$ cat config.mk
export PLATFORM = sky130hd
export DESIGN_NAME = clk_period_meter_flat
export DESIGN_NICKNAME = d
export VERILOG_FILES = /design/src/rtl/clk_period_meter_if.sv /design/src/rtl/clk_period_meter.sv /design/src/flat_wrapper.sv
export SDC_FILE = /design/constraint.sdc
export NUM_CORES = 1
export LEC_CHECK = 0
export CORE_ASPECT_RATIO = 0.75
export CORE_MARGIN = 2
export CORE_UTILIZATION = 47
export DETAILED_ROUTE_END_ITERATION = 8
export GPL_TIMING_DRIVEN = 1
export PLACE_DENSITY = 0.76
export SKIP_LAST_GASP = 1
export SYNTH_ARGS = -nofsm -noshare
export SYNTH_HDL_FRONTEND = slang
export SYNTH_SLANG_ARGS = --single-unit
export TNS_END_PERCENT = 1
$ cat constraint.sdc
create_clock -name clk -period 2.6 [get_ports clk]
set_clock_uncertainty 0.1 [all_clocks]
set_input_delay 0.26 -clock clk [delete_from_list [all_inputs] [get_ports clk]]
set_output_delay 0.26 -clock clk [all_outputs]
set_load 0.1 [all_outputs]
$ cat src/rtl/clk_period_meter_if.sv
// Signal bundle between the slow-clock period meter and whoever drives/observes it.
// Scalar clk and rst stay outside the bundle.
interface clk_period_meter_if #(
    parameter int unsigned CNT_W = 22
);
    logic             en;
    logic             sig_in;
    logic [CNT_W-1:0] period_out;
    logic [CNT_W-1:0] high_out;
    logic             valid;
    logic             in_tol;
    logic             timeout;

    modport master (
        output en,
        output sig_in,
        input  period_out,
        input  high_out,
        input  valid,
        input  in_tol,
        input  timeout
    );

    modport slave (
        input  en,
        input  sig_in,
        output period_out,
        output high_out,
        output valid,
        output in_tol,
        output timeout
    );
endinterface

$ cat src/rtl/clk_period_meter.sv
// Receive-side checker for the divided slow clock: synchronizes it, measures high time
// and rise-to-rise period in clk cycles, checks both halves against a tolerance window.
module clk_period_meter #(
    parameter int unsigned CNT_W    = 22,
    parameter int unsigned EXP_HALF = 500000,
    parameter int unsigned TOL      = 1000,
    parameter int unsigned TIMEOUT  = 1500000
) (
    input  logic                 clk,
    input  logic                 rst,
    clk_period_meter_if.slave    bus
);

    typedef enum logic [1:0] {
        ST_IDLE = 2'd0,
        ST_ARM  = 2'd1,
        ST_HIGH = 2'd2,
        ST_LOW  = 2'd3
    } state_e;

    localparam logic [CNT_W-1:0] TIMEOUT_C = CNT_W'(TIMEOUT);
    localparam logic [CNT_W-1:0] ONE_C     = CNT_W'(1);
    localparam logic [CNT_W:0]   EXP_W     = (CNT_W+1)'(EXP_HALF);
    localparam logic [CNT_W:0]   TOL_W     = (CNT_W+1)'(TOL);

    // Window test in CNT_W+1 bits so neither side of the compare can wrap.
    function automatic logic half_ok(input logic [CNT_W:0] half);
        return ((half + TOL_W) >= EXP_W) && (half <= (EXP_W + TOL_W));
    endfunction

    logic             s1_q, s2_q, s3_q;
    state_e           state_q, state_d;
    logic [CNT_W-1:0] cnt_q, cnt_d;
    logic [CNT_W-1:0] period_q, period_d;
    logic [CNT_W-1:0] high_q, high_d;
    logic             valid_q, valid_d;
    logic             in_tol_q, in_tol_d;
    logic             timeout_q, timeout_d;
    logic             rise_s, fall_s;
    logic [CNT_W:0]   low_s;

    assign rise_s = s2_q & ~s3_q;
    assign fall_s = ~s2_q & s3_q;
    assign low_s  = {1'b0, cnt_q} - {1'b0, high_q};

    // Next-state and output-update logic for the measurement FSM.
    always_comb begin
        state_d   = state_q;
        cnt_d     = cnt_q;
        period_d  = period_q;
        high_d    = high_q;
        valid_d   = 1'b0;
        in_tol_d  = in_tol_q;
        timeout_d = timeout_q;
        if (!bus.en) begin
            state_d = ST_IDLE;
        end else begin
            case (state_q)
                ST_IDLE: begin
                    state_d   = ST_ARM;
                    timeout_d = 1'b0;
                end
                ST_ARM: begin
                    if (rise_s) begin
                        state_d = ST_HIGH;
                        cnt_d   = ONE_C;
                    end else begin
                        state_d = ST_ARM;
                    end
                end
                ST_HIGH: begin
                    if (fall_s) begin
                        high_d  = cnt_q;
                        cnt_d   = cnt_q + ONE_C;
                        state_d = ST_LOW;
                    end else if (cnt_q == TIMEOUT_C) begin
                        timeout_d = 1'b1;
                        state_d   = ST_ARM;
                    end else begin
                        cnt_d = cnt_q + ONE_C;
                    end
                end
                ST_LOW: begin
                    if (rise_s) begin
                        period_d = cnt_q;
                        in_tol_d = half_ok({1'b0, high_q}) && half_ok(low_s);
                        valid_d  = 1'b1;
                        cnt_d    = ONE_C;
                        state_d  = ST_HIGH;
                    end else if (cnt_q == TIMEOUT_C) begin
                        timeout_d = 1'b1;
                        state_d   = ST_ARM;
                    end else begin
                        cnt_d = cnt_q + ONE_C;
                    end
                end
                default: begin
                    state_d = ST_IDLE;
                end
            endcase
        end
    end

    // State, synchronizer and output registers with synchronous reset.
    always_ff @(posedge clk) begin
        if (rst) begin
            s1_q      <= 1'b0;
            s2_q      <= 1'b0;
            s3_q      <= 1'b0;
            state_q   <= ST_IDLE;
            cnt_q     <= '0;
            period_q  <= '0;
            high_q    <= '0;
            valid_q   <= 1'b0;
            in_tol_q  <= 1'b0;
            timeout_q <= 1'b0;
        end else begin
            s1_q      <= bus.sig_in;
            s2_q      <= s1_q;
            s3_q      <= s2_q;
            state_q   <= state_d;
            cnt_q     <= cnt_d;
            period_q  <= period_d;
            high_q    <= high_d;
            valid_q   <= valid_d;
            in_tol_q  <= in_tol_d;
            timeout_q <= timeout_d;
        end
    end

    assign bus.period_out = period_q;
    assign bus.high_out   = high_q;
    assign bus.valid      = valid_q;
    assign bus.in_tol     = in_tol_q;
    assign bus.timeout    = timeout_q;

endmodule

$ cat src/flat_wrapper.sv
// flat-port wrapper written by rule: the top's interface ports become plain ports
module clk_period_meter_flat 
#(
    parameter int unsigned CNT_W    = 22,
    parameter int unsigned EXP_HALF = 500000,
    parameter int unsigned TOL      = 1000,
    parameter int unsigned TIMEOUT  = 1500000
)
  (clk, rst, bus_en, bus_sig_in, bus_period_out, bus_high_out, bus_valid, bus_in_tol, bus_timeout);
  clk_period_meter_if #(.CNT_W(CNT_W)) bus_i ();
  input  logic clk;
  input  logic rst;
  input wire logic [$bits(bus_i.en)-1:0] bus_en;
  input wire logic [$bits(bus_i.sig_in)-1:0] bus_sig_in;
  output wire logic [$bits(bus_i.period_out)-1:0] bus_period_out;
  output wire logic [$bits(bus_i.high_out)-1:0] bus_high_out;
  output wire logic [$bits(bus_i.valid)-1:0] bus_valid;
  output wire logic [$bits(bus_i.in_tol)-1:0] bus_in_tol;
  output wire logic [$bits(bus_i.timeout)-1:0] bus_timeout;
  assign bus_i.en = bus_en;
  assign bus_i.sig_in = bus_sig_in;
  assign bus_period_out = bus_i.period_out;
  assign bus_high_out = bus_i.high_out;
  assign bus_valid = bus_i.valid;
  assign bus_in_tol = bus_i.in_tol;
  assign bus_timeout = bus_i.timeout;
  clk_period_meter #(.CNT_W(CNT_W), .EXP_HALF(EXP_HALF), .TOL(TOL), .TIMEOUT(TIMEOUT)) u_core (.clk(clk), .rst(rst), .bus(bus_i));
endmodule
==> flow_metrics.py <==
metrics = {
    "power_and_ir_drop": {
        "cell_internal_pwr_mw": 1.868,
        "clkPwrFrac_pct": 50.5,
        "total_power_mw": 2.369,
        "net_switching_mw": 0.5010,
        "vdd.ir_drop.worst_v": 0.0002821,
        "relative_contribution_of_combinational_cells_to_total_power_pct": 2.0,
        "sequentialPowerShare_pct": 47.5,
        "power.switching_fraction_pct": 21.15,
        "leakagePower_nw": 2.446,
        "power.density_cell_area_nw_per_um2": 387.0,
    },
    "synth": {
        "synth.yosys.warnings": 0,
        "synth_common_cells": "nand2_1, a21oi_1, dfxtp_1",
        "yosysUniqueCellTypes": 79,
        "async_flop_share_pct": 0,
        "synth_fp_nets": 673,
        "synth.yosys.seq_area_share_pct": 30.66,
        "synth_top_area_share_pct": 30.66,
        "ys_top_cells_by_area": "dfxtp_1, nand2_1, a21oi_1",
        "ys.flop_type": "dfxtp_1",
        "synth_most_common_cell": "nand2_1",
        "mapped_cell_area_um2": 4832,
        "yosysTopAreaCell": "dfxtp_1",
        "synth_cells": 642,
        "syn_area_per_cell_um2": 7.527,
        "synth_edf_count": 0,
        "seq_cells_post_synth": 74,
    },
    "sta": {
        "finalCritPeriodShare_pct": 102.6,
        "fmax_ghz": 0.3747,
        "finalSetupViolCount": 1,
        "setup_repair_after_global_routing_missed_its_margin": "yes",
        "timing.setup.tns_ns": -0.06863,
        "setup_ws_ns": -0.06863,
        "finalWorstPathRequiredPeriod_ns": 2.669,
        "final_worst_hold_slack_ns": 0.1695,
        "worst-slew-pin-transition_ns": 0.8452,
        "report.final.slew_viol_count": 0,
        "hold_viol_final": 0,
        "headroom_to_the_max_slew_limit_pct": 43.52,
    },
    "clock_network": {
        "cts.sinks": 74,
        "clk_latency_ns": 0.34,
        "worst_setup_hold_path_clk_slew_ns": 0.06,
        "cts_tree": "yes",
        "holdBufCountCts": 0,
        "cts.root.buffer_cell": "clkbuf_16",
        "clk_path_buf_depth": 2,
        "htree_levels": 3,
        "numCtsBuffers": 9,
    },
    "finish": {
        "fin_nets": 759,
        "layout.core_utilization_pct": 60.42,
        "stdcell_count": 869,
        "area_growth_syn_to_layout_pct": 26.67,
        "final_instance_area_um2": 6121,
        "layout.filler_cells": 931,
        "num_antenna_cells": 0,
        "drive_gt1_share_pct": 25.51,
    },
    "global_routing": {
        "grt_overflow_total": 0,
        "grt_first_pass_wirelength_mm": 23.17,
        "grt_pass1_vias": 4756,
        "groute.usage.overall_pct": 26.38,
        "grt_busiest_layer": "met2",
        "grt_use_met3_pct": 5.970,
        "number_of_antenna_violations_at_the_first_check_in_global_routing": 0,
        "grt_start_max_net_pins": 69,
        "grt_util_met2_pct": 41.95,
        "grt_util_met1_pct": 35.60,
    },
    "placement": {
        "placement.cell_area_um2": 5787,
        "place_hpwl_mm": 10.97,
        "detailedPlace.worstSlack_ns": -0.09789,
        "place.detailed.instances": 852,
        "port-buffer-count": 50,
        "gp_routability_congestion": 1.003,
    },
    "run": {
        "max-cap-violations": 0,
    },
    "drt": {
        "route.detailed.wl_per_inst_um": 16.43,
        "final_antenna_net_count": 0,
        "drt_pre_antenna_iters": 6,
        "dr.first_iter.drc_count": 448,
        "drt_drc_violations_left": 0,
        "drt_wl_total_mm": 14.28,
        "vias_per_cell": 5.894,
        "vias": 5122,
    },
    "die": {
        "die_height_um": 91.81,
        "num_rows": 32,
        "io_pins": 51,
        "die-area_um2": 11120,
        "initial_utilization_pct": 47.70,
        "die_x_um": 121.1,
        "core_area_um2": 10130,
    },
    "run_status": {
        "run_status": "finished, violations left",
        "violated_checks": "setup timing",
    },
    "critical_path": {
        "critPathMaxFanout": 6,
        "timing.critical_path.from_type": "flop",
        "cp-end-kind": "flop",
        "critPathRequiredTime_ns": 2.77,
        "worstSetupPathType": "flop to flop",
        "critPathArrivalTime_ns": 2.84,
    },
    "hold_path": {
        "hold_path.class": "input pin to flop",
    },
}
==> state kept, by name, indices dropped and copies added, names as in the netlist <==
signal,flops
u_core.bus.timeout,1
u_core.bus.high_out,22
u_core.s2_q,1
u_core.cnt_q,22
u_core.s1_q,1
u_core.bus.valid,1
u_core.s3_q,1
u_core.bus.period_out,22
u_core.state_q,2
u_core.bus.in_tol,1
==> final timing paths <==
check                          startpoint                        endpoint  slack [ns]  cells after the start
min reg2reg        u_core.s1_q$_SDFF_PP0_          u_core.s2_q$_SDFF_PP0_        0.33                      1
min                                   rst    u_core.cnt_q[7]$_SDFFE_PP0P_        0.17                      4
max          u_core.cnt_q[0]$_SDFFE_PP0P_  u_core.bus.in_tol$_SDFFE_PP0P_       -0.07                     11
max reg2reg  u_core.cnt_q[0]$_SDFFE_PP0P_  u_core.bus.in_tol$_SDFFE_PP0P_       -0.07                     11
==> layout by cell type (no fill, tap or decap), types with 3 or more instances in the layout <==
master     count
a32oi_1        4
o21a_1        11
a21oi_2        3
inv_1         26
clkbuf_16      9
a21oi_1       80
mux2i_1        3
or4_1          3
a31oi_1       10
o21ai_0       22
nor3_1        21
xor2_1         8
dfxtp_4       14
nor4b_1        4
dfxtp_2        7
ha_1          22
a41oi_1        3
nor2_1        37
nand3_1       15
clkinv_2       6
nor2b_1        5
a211oi_1      11
a21o_1         6
nand4_1        9
and3_1        10
buf_4        108
nand2_1      131
nand2b_1       4
dfxtp_1       53
nor4_1         6
==> final cells by class <==
| class | instances | area [um2] | share of cell area (%) |
|---|---|---|---|
| inverters | 28 | 107.6 | 1.758 |
| clock buffers | 9 | 225.2 | 3.679 |
| clock inverters | 7 | 60.06 | 0.9812 |
| repair buffers | 111 | 835.8 | 13.65 |
| multi-input cells | 504 | 3179 | 51.94 |
| well taps | 136 | 170.2 | 2.780 |
| flip-flops and latches | 74 | 1543 | 25.20 |
==> routing by layer <==
layer / vias to the layer above / routed length, um / share of wire (%)
met2: 228 / 6401 / 45
met1: 2372 / 6435 / 45
met4: 0 / 274 / 1.9
li1: 2491 / - / -
met5: - / 0 / 0
met3: 31 / 1163 / 8.1
==> what timing repair did <==
| item | 4_1_cts | 5_1_grt |
|---|---|---|
| setup buffers | 1 | 0 |
| endpoints found under the setup margin | 1 | 14 |
| resized for setup | 5 | 2 |
| pin swaps | 4 | 0 |
==> critical path, stage by stage (launching register included) <==
cell	delay, ns
dfxtp_1	0.34
inv_1	0.07
ha_2	0.19
fa_2	0.39
nor2b_4	0.15
o21ai_4	0.09
a311o_1	0.33
a21boi_4	0.22
nor2_1	0.10
a2111oi_4	0.29
o2111ai_2	0.18
o21ai_1	0.15
==> logic make-up after synthesis <==
| kind of cell | after synthesis | share of synthesized area (%) |
|---|---|---|
| and+or+nand+nor | 275 | 28.22 |
| AOI/OAI and AO/OA | 188 | 25.84 |
| DFF | 74 | 30.66 |
| buffers and inverters | 64 | 5.463 |
| adders and majority gates | 27 | 7.147 |
| xor gates and xnor gates | 10 | 1.813 |
| muxes | 4 | 0.8545 |
==> power by group through the flow <==
stage / sequential, mW / clock (mW) / combinational [mW]
floorplan: 1.15 / 0 / 0.0291
global route: 1.13 / 1.26 / 0.0514
detailed placement: 1.15 / 0 / 0.0456
CTS: 1.13 / 1.21 / 0.0459
finish: 1.13 / 1.20 / 0.0465
global placement: 1.15 / 0 / 0.0448
Note: power is estimated with default switching activity, not from simulation.
